===== src/rtl/cpu_pkg.sv =====
// Shared definitions for the ID/EX pipeline slice.
// Holds the default datapath width, the control-bundle layout (both as bit
// indices and as a packed struct), and the edge-action encoding used by the
// ID/EX register.
package cpu_pkg;

  localparam int unsigned XLEN      = 64;
  localparam int unsigned CTRL_W    = 8;
  localparam int unsigned REG_IDX_W = 5;

  // Bit positions inside the control bundle, MSB first
  localparam int unsigned CTRL_REG_WRITE  = 7;
  localparam int unsigned CTRL_MEM_READ   = 6;
  localparam int unsigned CTRL_MEM_WRITE  = 5;
  localparam int unsigned CTRL_MEM_TO_REG = 4;
  localparam int unsigned CTRL_ALU_SRC    = 3;
  localparam int unsigned CTRL_BRANCH     = 2;
  localparam int unsigned CTRL_ALU_OP_HI  = 1;
  localparam int unsigned CTRL_ALU_OP_LO  = 0;

  typedef struct packed {
    logic       reg_write;
    logic       mem_read;
    logic       mem_write;
    logic       mem_to_reg;
    logic       alu_src;
    logic       branch;
    logic [1:0] alu_op;
  } ctrl_t;

  // What the ID/EX register does on the next rising edge
  typedef enum logic {
    EDGE_CAPTURE = 1'b0,
    EDGE_BUBBLE  = 1'b1
  } edge_act_e;

endpackage


===== src/rtl/hazard_unit.sv =====
// Load-use hazard detector (purely combinational).
// Flags when the instruction in EX is a load whose destination is a source
// that the valid instruction in ID actually reads. Writes to x0 never hazard.
//   ex_valid, ex_mem_read, ex_rd : state of the EX stage
//   id_valid, id_rs1/2, id_uses_rs1/2 : ID instruction and its source usage
//   load_use : hazard present this cycle
module hazard_unit (
  input  logic                           ex_valid,
  input  logic                           ex_mem_read,
  input  logic [cpu_pkg::REG_IDX_W-1:0]  ex_rd,
  input  logic                           id_valid,
  input  logic [cpu_pkg::REG_IDX_W-1:0]  id_rs1,
  input  logic [cpu_pkg::REG_IDX_W-1:0]  id_rs2,
  input  logic                           id_uses_rs1,
  input  logic                           id_uses_rs2,
  output logic                           load_use
);

  logic hit_rs1;
  logic hit_rs2;

  always_comb begin
    hit_rs1  = (ex_rd == id_rs1) & id_uses_rs1;
    hit_rs2  = (ex_rd == id_rs2) & id_uses_rs2;
    load_use = ex_valid & ex_mem_read & (ex_rd != '0) & id_valid
             & (hit_rs1 | hit_rs2);
  end

endmodule


===== src/rtl/id_ex_pipe.sv =====
// ID/EX pipeline register with load-use stall generation, writeback bypass
// and a saturating stall counter.
//   clk, reset      : rising-edge clock, asynchronous active-high reset
//   id_*            : decoded instruction fields and register-file read data
//   wb_we/rd/data   : writeback port (same values the register file sees)
//   flush           : kill the ID instruction (branch taken)
//   stall           : combinational, freezes PC and IF/ID
//   ex_*            : registered EX-stage copies of the ID fields
//   stall_count     : load-use stall cycles since reset, saturating
module id_ex_pipe #(
  parameter int unsigned XLEN  = cpu_pkg::XLEN,
  parameter int unsigned CNT_W = 32
) (
  input  logic                           clk,
  input  logic                           reset,
  input  logic                           id_valid,
  input  logic [XLEN-1:0]                id_pc,
  input  logic [cpu_pkg::REG_IDX_W-1:0]  id_rs1,
  input  logic [cpu_pkg::REG_IDX_W-1:0]  id_rs2,
  input  logic [cpu_pkg::REG_IDX_W-1:0]  id_rd,
  input  logic                           id_uses_rs1,
  input  logic                           id_uses_rs2,
  input  logic [XLEN-1:0]                id_rd1,
  input  logic [XLEN-1:0]                id_rd2,
  input  logic [XLEN-1:0]                id_imm,
  input  logic [cpu_pkg::CTRL_W-1:0]     id_ctrl,
  input  logic                           wb_we,
  input  logic [cpu_pkg::REG_IDX_W-1:0]  wb_rd,
  input  logic [XLEN-1:0]                wb_data,
  input  logic                           flush,
  output logic                           stall,
  output logic                           ex_valid,
  output logic [XLEN-1:0]                ex_pc,
  output logic [cpu_pkg::REG_IDX_W-1:0]  ex_rs1,
  output logic [cpu_pkg::REG_IDX_W-1:0]  ex_rs2,
  output logic [cpu_pkg::REG_IDX_W-1:0]  ex_rd,
  output logic [XLEN-1:0]                ex_rd1,
  output logic [XLEN-1:0]                ex_rd2,
  output logic [XLEN-1:0]                ex_imm,
  output logic [cpu_pkg::CTRL_W-1:0]     ex_ctrl,
  output logic [CNT_W-1:0]               stall_count
);

  import cpu_pkg::*;

  localparam logic [CNT_W-1:0] CNT_ONE = CNT_W'(1);

  ctrl_t                ex_ctrl_s;
  logic                 load_use;
  edge_act_e            edge_act;
  logic [XLEN-1:0]      fwd_rd1;
  logic [XLEN-1:0]      fwd_rd2;
  logic [CTRL_W-1:0]    cap_ctrl;

  assign ex_ctrl_s = ctrl_t'(ex_ctrl);

  hazard_unit u_hazard (
    .ex_valid    (ex_valid),
    .ex_mem_read (ex_ctrl_s.mem_read),
    .ex_rd       (ex_rd),
    .id_valid    (id_valid),
    .id_rs1      (id_rs1),
    .id_rs2      (id_rs2),
    .id_uses_rs1 (id_uses_rs1),
    .id_uses_rs2 (id_uses_rs2),
    .load_use    (load_use)
  );

  // Flush outranks stall: a killed instruction must not hold the front end.
  always_comb begin
    stall    = load_use & ~flush;
    edge_act = (flush | stall) ? EDGE_BUBBLE : EDGE_CAPTURE;
  end

  // Writeback bypass. The wb_rd != 0 qualifier is implied: a match only
  // reaches the bypass arm when id_rsN is already known to be non-zero.
  always_comb begin
    if (id_rs1 == '0)
      fwd_rd1 = '0;
    else if (wb_we && (wb_rd == id_rs1))
      fwd_rd1 = wb_data;
    else
      fwd_rd1 = id_rd1;

    if (id_rs2 == '0)
      fwd_rd2 = '0;
    else if (wb_we && (wb_rd == id_rs2))
      fwd_rd2 = wb_data;
    else
      fwd_rd2 = id_rd2;

    cap_ctrl = id_valid ? id_ctrl : '0;
  end

  always_ff @(posedge clk or posedge reset) begin
    if (reset) begin
      ex_valid <= 1'b0;
      ex_pc    <= '0;
      ex_rs1   <= '0;
      ex_rs2   <= '0;
      ex_rd    <= '0;
      ex_rd1   <= '0;
      ex_rd2   <= '0;
      ex_imm   <= '0;
      ex_ctrl  <= '0;
    end else if (edge_act == EDGE_BUBBLE) begin
      ex_valid <= 1'b0;
      ex_pc    <= '0;
      ex_rs1   <= '0;
      ex_rs2   <= '0;
      ex_rd    <= '0;
      ex_rd1   <= '0;
      ex_rd2   <= '0;
      ex_imm   <= '0;
      ex_ctrl  <= '0;
    end else begin
      ex_valid <= id_valid;
      ex_pc    <= id_pc;
      ex_rs1   <= id_rs1;
      ex_rs2   <= id_rs2;
      ex_rd    <= id_rd;
      ex_rd1   <= fwd_rd1;
      ex_rd2   <= fwd_rd2;
      ex_imm   <= id_imm;
      ex_ctrl  <= cap_ctrl;
    end
  end

  always_ff @(posedge clk or posedge reset) begin
    if (reset)
      stall_count <= '0;
    else if (stall && (stall_count != '1))
      stall_count <= stall_count + CNT_ONE;
  end

endmodule


===== config.mk =====
export PLATFORM = sky130hd
export DESIGN_NAME = id_ex_pipe
export DESIGN_NICKNAME = d
export VERILOG_FILES = /design/src/rtl/cpu_pkg.sv /design/src/rtl/hazard_unit.sv /design/src/rtl/id_ex_pipe.sv
export SDC_FILE = /design/constraint.sdc
export NUM_CORES = 1
export LEC_CHECK = 0
export CORE_AREA = 2 2 261 263
export CTS_CLUSTER_DIAMETER = 120
export CTS_CLUSTER_SIZE = 8
export DETAILED_ROUTE_END_ITERATION = 10
export DIE_AREA = 0 0 263 265
export MAX_ROUTING_LAYER = met4
export PLACE_DENSITY = 0.47
export SLEW_MARGIN = 20
export SYNTH_ARGS = -nofsm -noshare
export SYNTH_HDL_FRONTEND = slang
export SYNTH_SLANG_ARGS = --single-unit

===== constraint.sdc =====
create_clock -name clk -period 10.72 [get_ports clk]
set_clock_uncertainty 0.05 [all_clocks]
set_input_delay 1.072 -clock clk [delete_from_list [all_inputs] [get_ports clk]]
set_output_delay 1.072 -clock clk [all_outputs]
set_load 0.03 [all_outputs]

==> results by stage, run 1 <==
Power:
- Of the total power, registers draw 0.417.
- The worst-case vdd ir drop is 0.104 mV.
- The areal power density over the cells is 147 nW/µm².
- Of the total power, the share spent switching nets is 0.269.
- Of the total power, the clock network draws 0.415.
- In this run the static leakage power is 8.79 nW.
- The net switching power is 0.000813 W.
- The total chip power is 0.00302 W.
- Cell internal power was estimated by the tool at 0.00220 W.
- The share of total power dissipated in combinational logic is 0.169.

Layout:
- The area added between synthesis and finish is 75.5%.
- The library cells used most frequently in the layout, excluding fill and tap cells, are clkdlybuf4s50_1 (667), dfrtp_1 (312), nand2_1 (267).
- The count of filler cells inserted in the layout is 6923.
- The library cell used most frequently in the layout, excluding fill and tap cells, is clkdlybuf4s50_1.
- Of the cells placed in the final design, the portion with a size suffix greater than 1 is 0.0411.
- The number of nets in the layout is 2082.

Die:
- The die covers 69700 µm².
- After floorplanning, the core was divided into 95 placement rows.
- The die is 265 µm tall.
- The initial utilization of the core area, before any placement, comes to 0.175.
- Measured along the x axis, the die boundary spans 263 µm.
- For this design the top-level I/O count stands at 668.
- The core region is 66800 µm².

GRT:
- The routing usage on met2 is 0.249.
- The number of global-route vias before repair is 10799.
- The met1 routing resource usage after global routing is 0.176.
- For met3 alone, demand over resource in global routing was 0.0431.
- The wire length of the first global-routing pass is 75700 µm.
- The initial antenna violation count is 7.
- Across every metal layer, demand over resource in global routing totals 0.152.
- The maximum number of pins on one net before global-route repair is 141.
- The most congested layer reported by global routing is met2.
- Global routing finished with a remaining overflow of 0.

Drt:
- The residual DRC count is 0.
- The count of antenna-violating nets left after detailed routing is 0.
- The final layout contains routed wiring with a total length of 52900 µm.
- The initial DRC count is 561.
- The number of detailed-route iterations in the first pass is 5.
- The routed length per instance is 20.3 µm.
- The detailed router placed 10172 vias in this run.
- Using the TritonRoute via totals, the vias-per-cell ratio works out to 3.90.

STA:
- The worst pin sits at a relative slew slack of 0.379.
- The max-slew violation count is 0.
- The part of the cycle the worst path needs is 0.450.
- The achievable frequency is 207 MHz.
- The final count of hold timing violations came to 0.
- The final period demand of the worst path is 4.82 ns.
- Summed over all failing endpoints, the final setup total negative slack is 0 ns.
- Setup repair after global routing left no endpoint under its margin.
- The count of final setup violators is 0.
- The worst-margin pin slew is 0.932 ns.

Clock tree:
- In this run, CTS created clock tree buffers numbering 44.
- After clock tree synthesis, the flow added hold-fix buffers numbering 0.
- The clock slew seen by the registers of the worst setup and hold paths is 0.05 ns.
- The H-tree was split into 2 levels.
- The post-CTS setup-driven buffer insertion count is 0.
- The clock latency of the later-clocked register in the worst-skew pair is 0.57 ns.
- The buffer type at the clock tree root is clkbuf_16.
- The count of cells resized by post-cts repair is 0.
- The maximum count of clock buffers along a single path is 3.
- The number of sinks on the clock net is 312.
- The clock tree from TritonCTS is yes.

Synth:
- Summed over all instances, the cell type with the most area after synthesis is dfrtp_1.
- The top-area cell type share of the netlist area is 0.669.
- After synthesis the cells add up to 11700 µm².
- The average size of a mapped cell is 11.0 µm².
- The number of nets in the synthesized netlist is 1418.
- The number of register bits inferred by synthesis is 312.
- The portion of the post-synthesis area used by sequential elements is 0.669.
- The Yosys warning count is 0.
- The number of different library cells in the post-synthesis netlist is 31.
- The cell count after synthesis came out at 1062.
- In the post-synthesis netlist, the biggest area contributors are dfrtp_1 (67%), nand2_1 (8.6%), and2_1 (7.9%).

Worst setup path:
- The number of buffers and inverters on the critical path is 2.
- On the worst path, the slowest cell contributes a delay of 0.81 ns.
- The maximum fanout count along the critical path is 7.
- The worst setup path is launched from an input port.
- The kind of cell adding the most delay to the critical path is buffers and inverters.
- The slowest stage of the critical path is the clkdlybuf4s50_1 cell.
- At the worst endpoint, the arrival time is 3.70 ns.
- For the worst setup path, the data required time is 9.60 ns.
- The kind of critical path is input port to output port.
- The endpoint type of the worst setup path is an output port.
- Traced cell by cell, the critical path runs through clkdlybuf4s50_1, xnor2_1, nand4_1, o22ai_1, and2_1, clkdlybuf4s50_1.
- Among the stages of the critical path, the cell type that occurs most often is clkdlybuf4s50_1.

Run status:
- The run finished with clean final reports.

Place:
- The congestion estimate from routability-driven global placement came to 0.884.
- The total of buffers placed on input and output ports is 667.
- The final HPWL from detailed placement is 38700 µm.

Min path:
- The type of the tightest min-delay check is register to register.

Flow run:
- The count of maximum capacitance violations is 0.
[cells by family (layout without fill, tap and decap cells)]
| logic type | count (synthesis) | in the layout | share of synthesized area |
|---|---|---|---|
| adders and majority gates | 1 | 1 | 0.00107 |
| AOI/OAI and AO/OA | 133 | 133 | 0.0581 |
| and+or+nand+nor | 500 | 500 | 0.208 |
| buffers and inverters | 64 | 729 | 0.0238 |
| muxes | 1 | 1 | 0.000965 |
| other | 0 | 6 | 0 |
| DFF | 312 | 312 | 0.669 |
| xor gates and xnor gates | 51 | 51 | 0.0383 |
[registers in the layout, indices dropped and copies added (netlist names)]
signal / flops
ex_imm: 64
ex_pc: 64
ex_rd1: 64
ex_rd2: 64
stall_count: 32
ex_ctrl: 8
ex_rd: 5
ex_rs1: 5
ex_rs2: 5
ex_valid: 1
[area by class of cell]
type	count	area, µm²	share of cell area
sequential	312	7810	0.381
timing repair buffer	677	6770	0.331
multi-input combinational	686	3610	0.177
clock buffer	44	1100	0.0538
tap	873	1090	0.0534
clock inverter	3	47.5	0.00232
inverter	5	26.3	0.00128
antenna	6	15.0	0.000733
[routing by layer]
layer,wire length (µm),up-vias
met5,0,-
met4,1600,0
met3,3680,96
met2,26600,390
met1,21000,4959
li1,-,4727
[cells in the mapped netlist, drive strengths merged]
master,number
a21oi,129
o22ai,1
inv,5
nand3,19
or4,4
nor4,6
and3,13
mux2,1
and4,4
and2,147
o21ai,3
buf,5
nand4,11
nor3,13
xor2,29
or3,2
dfrtp,312
xnor2,22
clkbuf,54
ha,1
or2,2
nor2,12
nand2,267
[worst paths after layout]
path	cells after the start	slack (ns)	start	endpoint
setup / recovery	6	5.90	id_rs2[0]	stall
hold / removal	1	0.45	stall_count[30]	stall_count[30]
setup reg to reg	7	7.38	ex_rd[1]	ex_rd1[33]
hold reg to reg	1	0.45	stall_count[30]	stall_count[30]
max in group asynchronous	3	8.09	reset	ex_rd1[30]
min in group asynchronous	2	1.00	reset	ex_pc[38]
[stage by stage]
stage	hold slack [ns]	instance area (µm²)	utilization	instances	worst slack [ns]
floorplan	0.609	11700	-	1062	0.969
global placement	0.428	19300	0.289	2553	5.89
detailed placement	0.440	19300	0.289	2553	5.90
CTS	0.449	20500	0.306	2600	5.90
global route	0.463	20500	0.306	2606	5.81
finish	0.446	20500	0.306	2606	5.90
[power groups by stage]
stage	Clock, W	Combinational, W	Sequential [W]
floorplan	0	0.0000866	0.00139
global placement	0	0.000515	0.00128
detailed placement	0	0.000515	0.00128
CTS	0.00131	0.000518	0.00126
global route	0.00135	0.000539	0.00126
finish	0.00125	0.000508	0.00126
No activity file was read; power rests on OpenSTA's default activity.
==> run 2: changes to the inputs <==
Clock period 10.72 ns to 4.7 ns, I/O delays scaled along.
==> run 2 against run 1 <==
Die area unchanged. Final area up 0.57%. Total power up 130%. Global-route usage down 0.42 points. Worst hold slack worse by 0.062 ns. Via count up 0.48%. Combinational power up 130%. Critical path depth unchanged. First-iteration DRC count down 10%. Sequential share of layout area down 0.22 points. Sequential power up 130%. Utilization up 0.18 points. Largest cell class unchanged. Largest power group unchanged.
==> results by stage, run 2 (synthesis results as in run 1) <==
Place:
- Once placement completed, the tool counted placed cells totaling 2561.
- The worst setup slack after placement is 1.05 ns.
- The total of buffers placed on input and output ports is 667.
- Routability-driven placement finished with a final weighted congestion of 0.864.
- Detailed placement ended at an HPWL of 37600 µm.

Power:
- Of the total power, the share spent switching nets is 0.268.
- The internal cell power is 0.00503 W.
- IR analysis of the VDD net gives a maximum drop of 0.218 mV.
- Summed over all cells, the static leakage comes to 8.85 nW.
- For this design the ratio of total power to cell area is 334 nW/µm².
- The sequential cell fraction of total power is 0.417.
- The net switching power is 0.00184 W.
- The clock network fraction of design power is 0.414.
- Of the total power, combinational logic draws 0.169.

GRT:
- The initial antenna violation count is 5.
- After global routing the overflow that remains totals 0.
- The maximum number of pins on one net before global-route repair is 118.
- The wire length of the first global-routing pass is 74600 µm.
- For this run, the total global-route usage over all layers was measured as 0.147.
- The number of global-route vias before repair was 10967.

Clock tree:
- After clock tree synthesis, the setup repair step added 0 buffers.
- The deepest level of the CTS H-tree is 2.
- The number of sinks on the clock net is 312.
- The clock passes through at most 3 buffers.
- Clock-pin slew was measured on the worst setup and hold paths at 0.05 ns.
- In this run, CTS created clock tree buffers numbering 44.
- The hold buffer count at cts is 0.
- TritonCTS built the clock tree.
- The count of cells resized by post-cts repair is 0.
- The clock latency of the later-clocked register in the worst-skew pair is 0.57 ns.
- The buffer type at the clock tree root is clkbuf_16.

Die:
- In this run the horizontal extent of the chip is 263 µm.
- The die height is 265 µm.
- The placeable core area is 66800 µm².
- The number of I/O pins is 668.
- For this configuration, the core starts out at a cell density of 0.175.
- The floorplan has 95 rows.
- The floorplan step defined a die boundary enclosing 69700 µm².

Worst setup path:
- The library cell appearing most often on the critical path is clkdlybuf4s50_1.
- The maximum fanout count along the critical path is 7.
- The endpoint type of the worst setup path is an output port.
- The worst endpoint required time is 4.18 ns.
- The cell type of the slowest stage on the worst timing path is clkdlybuf4s50_1.
- The critical path is of the input port to output port type.
- STA classifies the critical path startpoint as an input port.
- The delay of the slowest cell on the worst path is 0.75 ns.
- In this run the register-to-register setup slack is 1.86 ns.
- The startpoint identified for the worst register-to-register timing path is ex_rd[1].
- The worst flop-to-flop path endpoint is ex_rd1[45].
- The number of cells on the worst reg-to-reg path is 8.
- The critical path arrival is 3.08 ns.
- Walking the worst path, the cells encountered are clkdlybuf4s50_1, xnor2_1, nand4_1, o22ai_1, and2_1, clkdlybuf4s50_1.

Drt:
- The initial DRC count is 503.
- Dividing the detail-routed wire length by the instance count gives 19.5 µm.
- The residual DRC count is 0.
- The total via count in the routed design is 10221.
- Summed over all layers, the routed wires come to 51000 µm.
- The number of detailed-route iterations in the first pass is 5.
- The average via count per standard cell is 3.91.
- The count of antenna-violating nets left after detailed routing is 0.

Layout:
- The area growth from synthesis to layout is 76.5%.
- The proportion of layout cells with a drive suffix above 1 is 0.0455.
- In the layout the commonest cells are clkdlybuf4s50_1 (667), dfrtp_1 (312), nand2_1 (267).
- Measured on the finished design, the core utilization comes to 0.308.
- For this run, the number of standard cells in the final layout without fillers is 2613.
- The net count of the finished layout is 2090.
- The most common cell after layout, fill and taps aside is clkdlybuf4s50_1.

STA:
- Measured against its own limit, the worst slew margin works out to 0.386.
- The count of final setup violators is 0.
- The achievable frequency is 278 MHz.
- The final period demand of the worst path is 3.60 ns.
- The final count of hold timing violations is 0.
- For the final routed database, the setup TNS stands at 0 ns.
- Setup repair after global routing left no endpoint under its margin.
- The final worst setup slack is 1.10 ns.
- The part of the cycle the worst path needs is 0.766.
- The max-slew violation count came to 0.
- At the pin with the least slew margin, the transition time is 0.918 ns.

Min path:
- The type of the tightest min-delay check is input port to asynchronous set/reset pin.

Run status:
- The run finished with clean final reports.

Flow run:
- The tool flagged a number of max-cap violations equal to 0.
[run 2: per-layer routing]
metal | part of all wire | track usage | vias to the layer above
li1 | - | - | 4737
met1 | 0.40 | 0.169 | 5025
met2 | 0.51 | 0.250 | 376
met3 | 0.067 | 0.0401 | 83
met4 | 0.027 | 0.0476 | 0
met5 | 0 | - | -
[run 2: critical path, delay by kind of cell]
| family | cells | cell delay (ns) |
|---|---|---|
| xor gates and xnor gates | 1 | 0.32 |
| and+or+nand+nor | 2 | 0.50 |
| buffers and inverters | 2 | 1.35 |
| AOI/OAI and AO/OA | 1 | 0.43 |
[run 2: power groups by stage]
| stage | clock network (W) | logic (W) | registers [W] |
|---|---|---|---|
| finish | 0.00285 | 0.00116 | 0.00287 |
| global route | 0.00307 | 0.00124 | 0.00288 |
| CTS | 0.00297 | 0.00118 | 0.00287 |
| detailed placement | 0 | 0.00118 | 0.00291 |
| global placement | 0 | 0.00118 | 0.00291 |
| floorplan | 0 | 0.000198 | 0.00318 |
[run 2: area by class of cell]
cell class / count / area [µm²]
Tap cell: 873 / 1090
Sequential cell: 312 / 7810
Antenna cell: 5 / 12.5
Inverter: 5 / 22.5
Timing Repair Buffer: 685 / 6890
Clock inverter: 3 / 45.0
Fill cell: 6911 / 46200
Clock buffer: 44 / 1100
Multi-Input combinational cell: 686 / 3620
[run 2: worst max path at each step]
stage / slack [ns] / startpoint / to
after CTS: 1.04 / id_rs2[0] / stall
after floorplan: 0.03 / reset / ex_ctrl[0]
after global routing: 0.89 / id_rs2[0] / stall
final: 1.10 / id_rs2[0] / stall
after detailed placement: 1.05 / id_rs2[0] / stall
after global placement: 0.99 / id_rs2[0] / stall
[run 2: through the flow]
step / hold WS, ns / instance area, µm² / total power (W)
floorplan: 0.549 / 11700 / 0.00338
global placement: 0.429 / 19400 / 0.00409
detailed placement: 0.440 / 19400 / 0.00409
CTS: 0.346 / 20600 / 0.00703
global route: 0.372 / 20600 / 0.00719
finish: 0.384 / 20600 / 0.00687
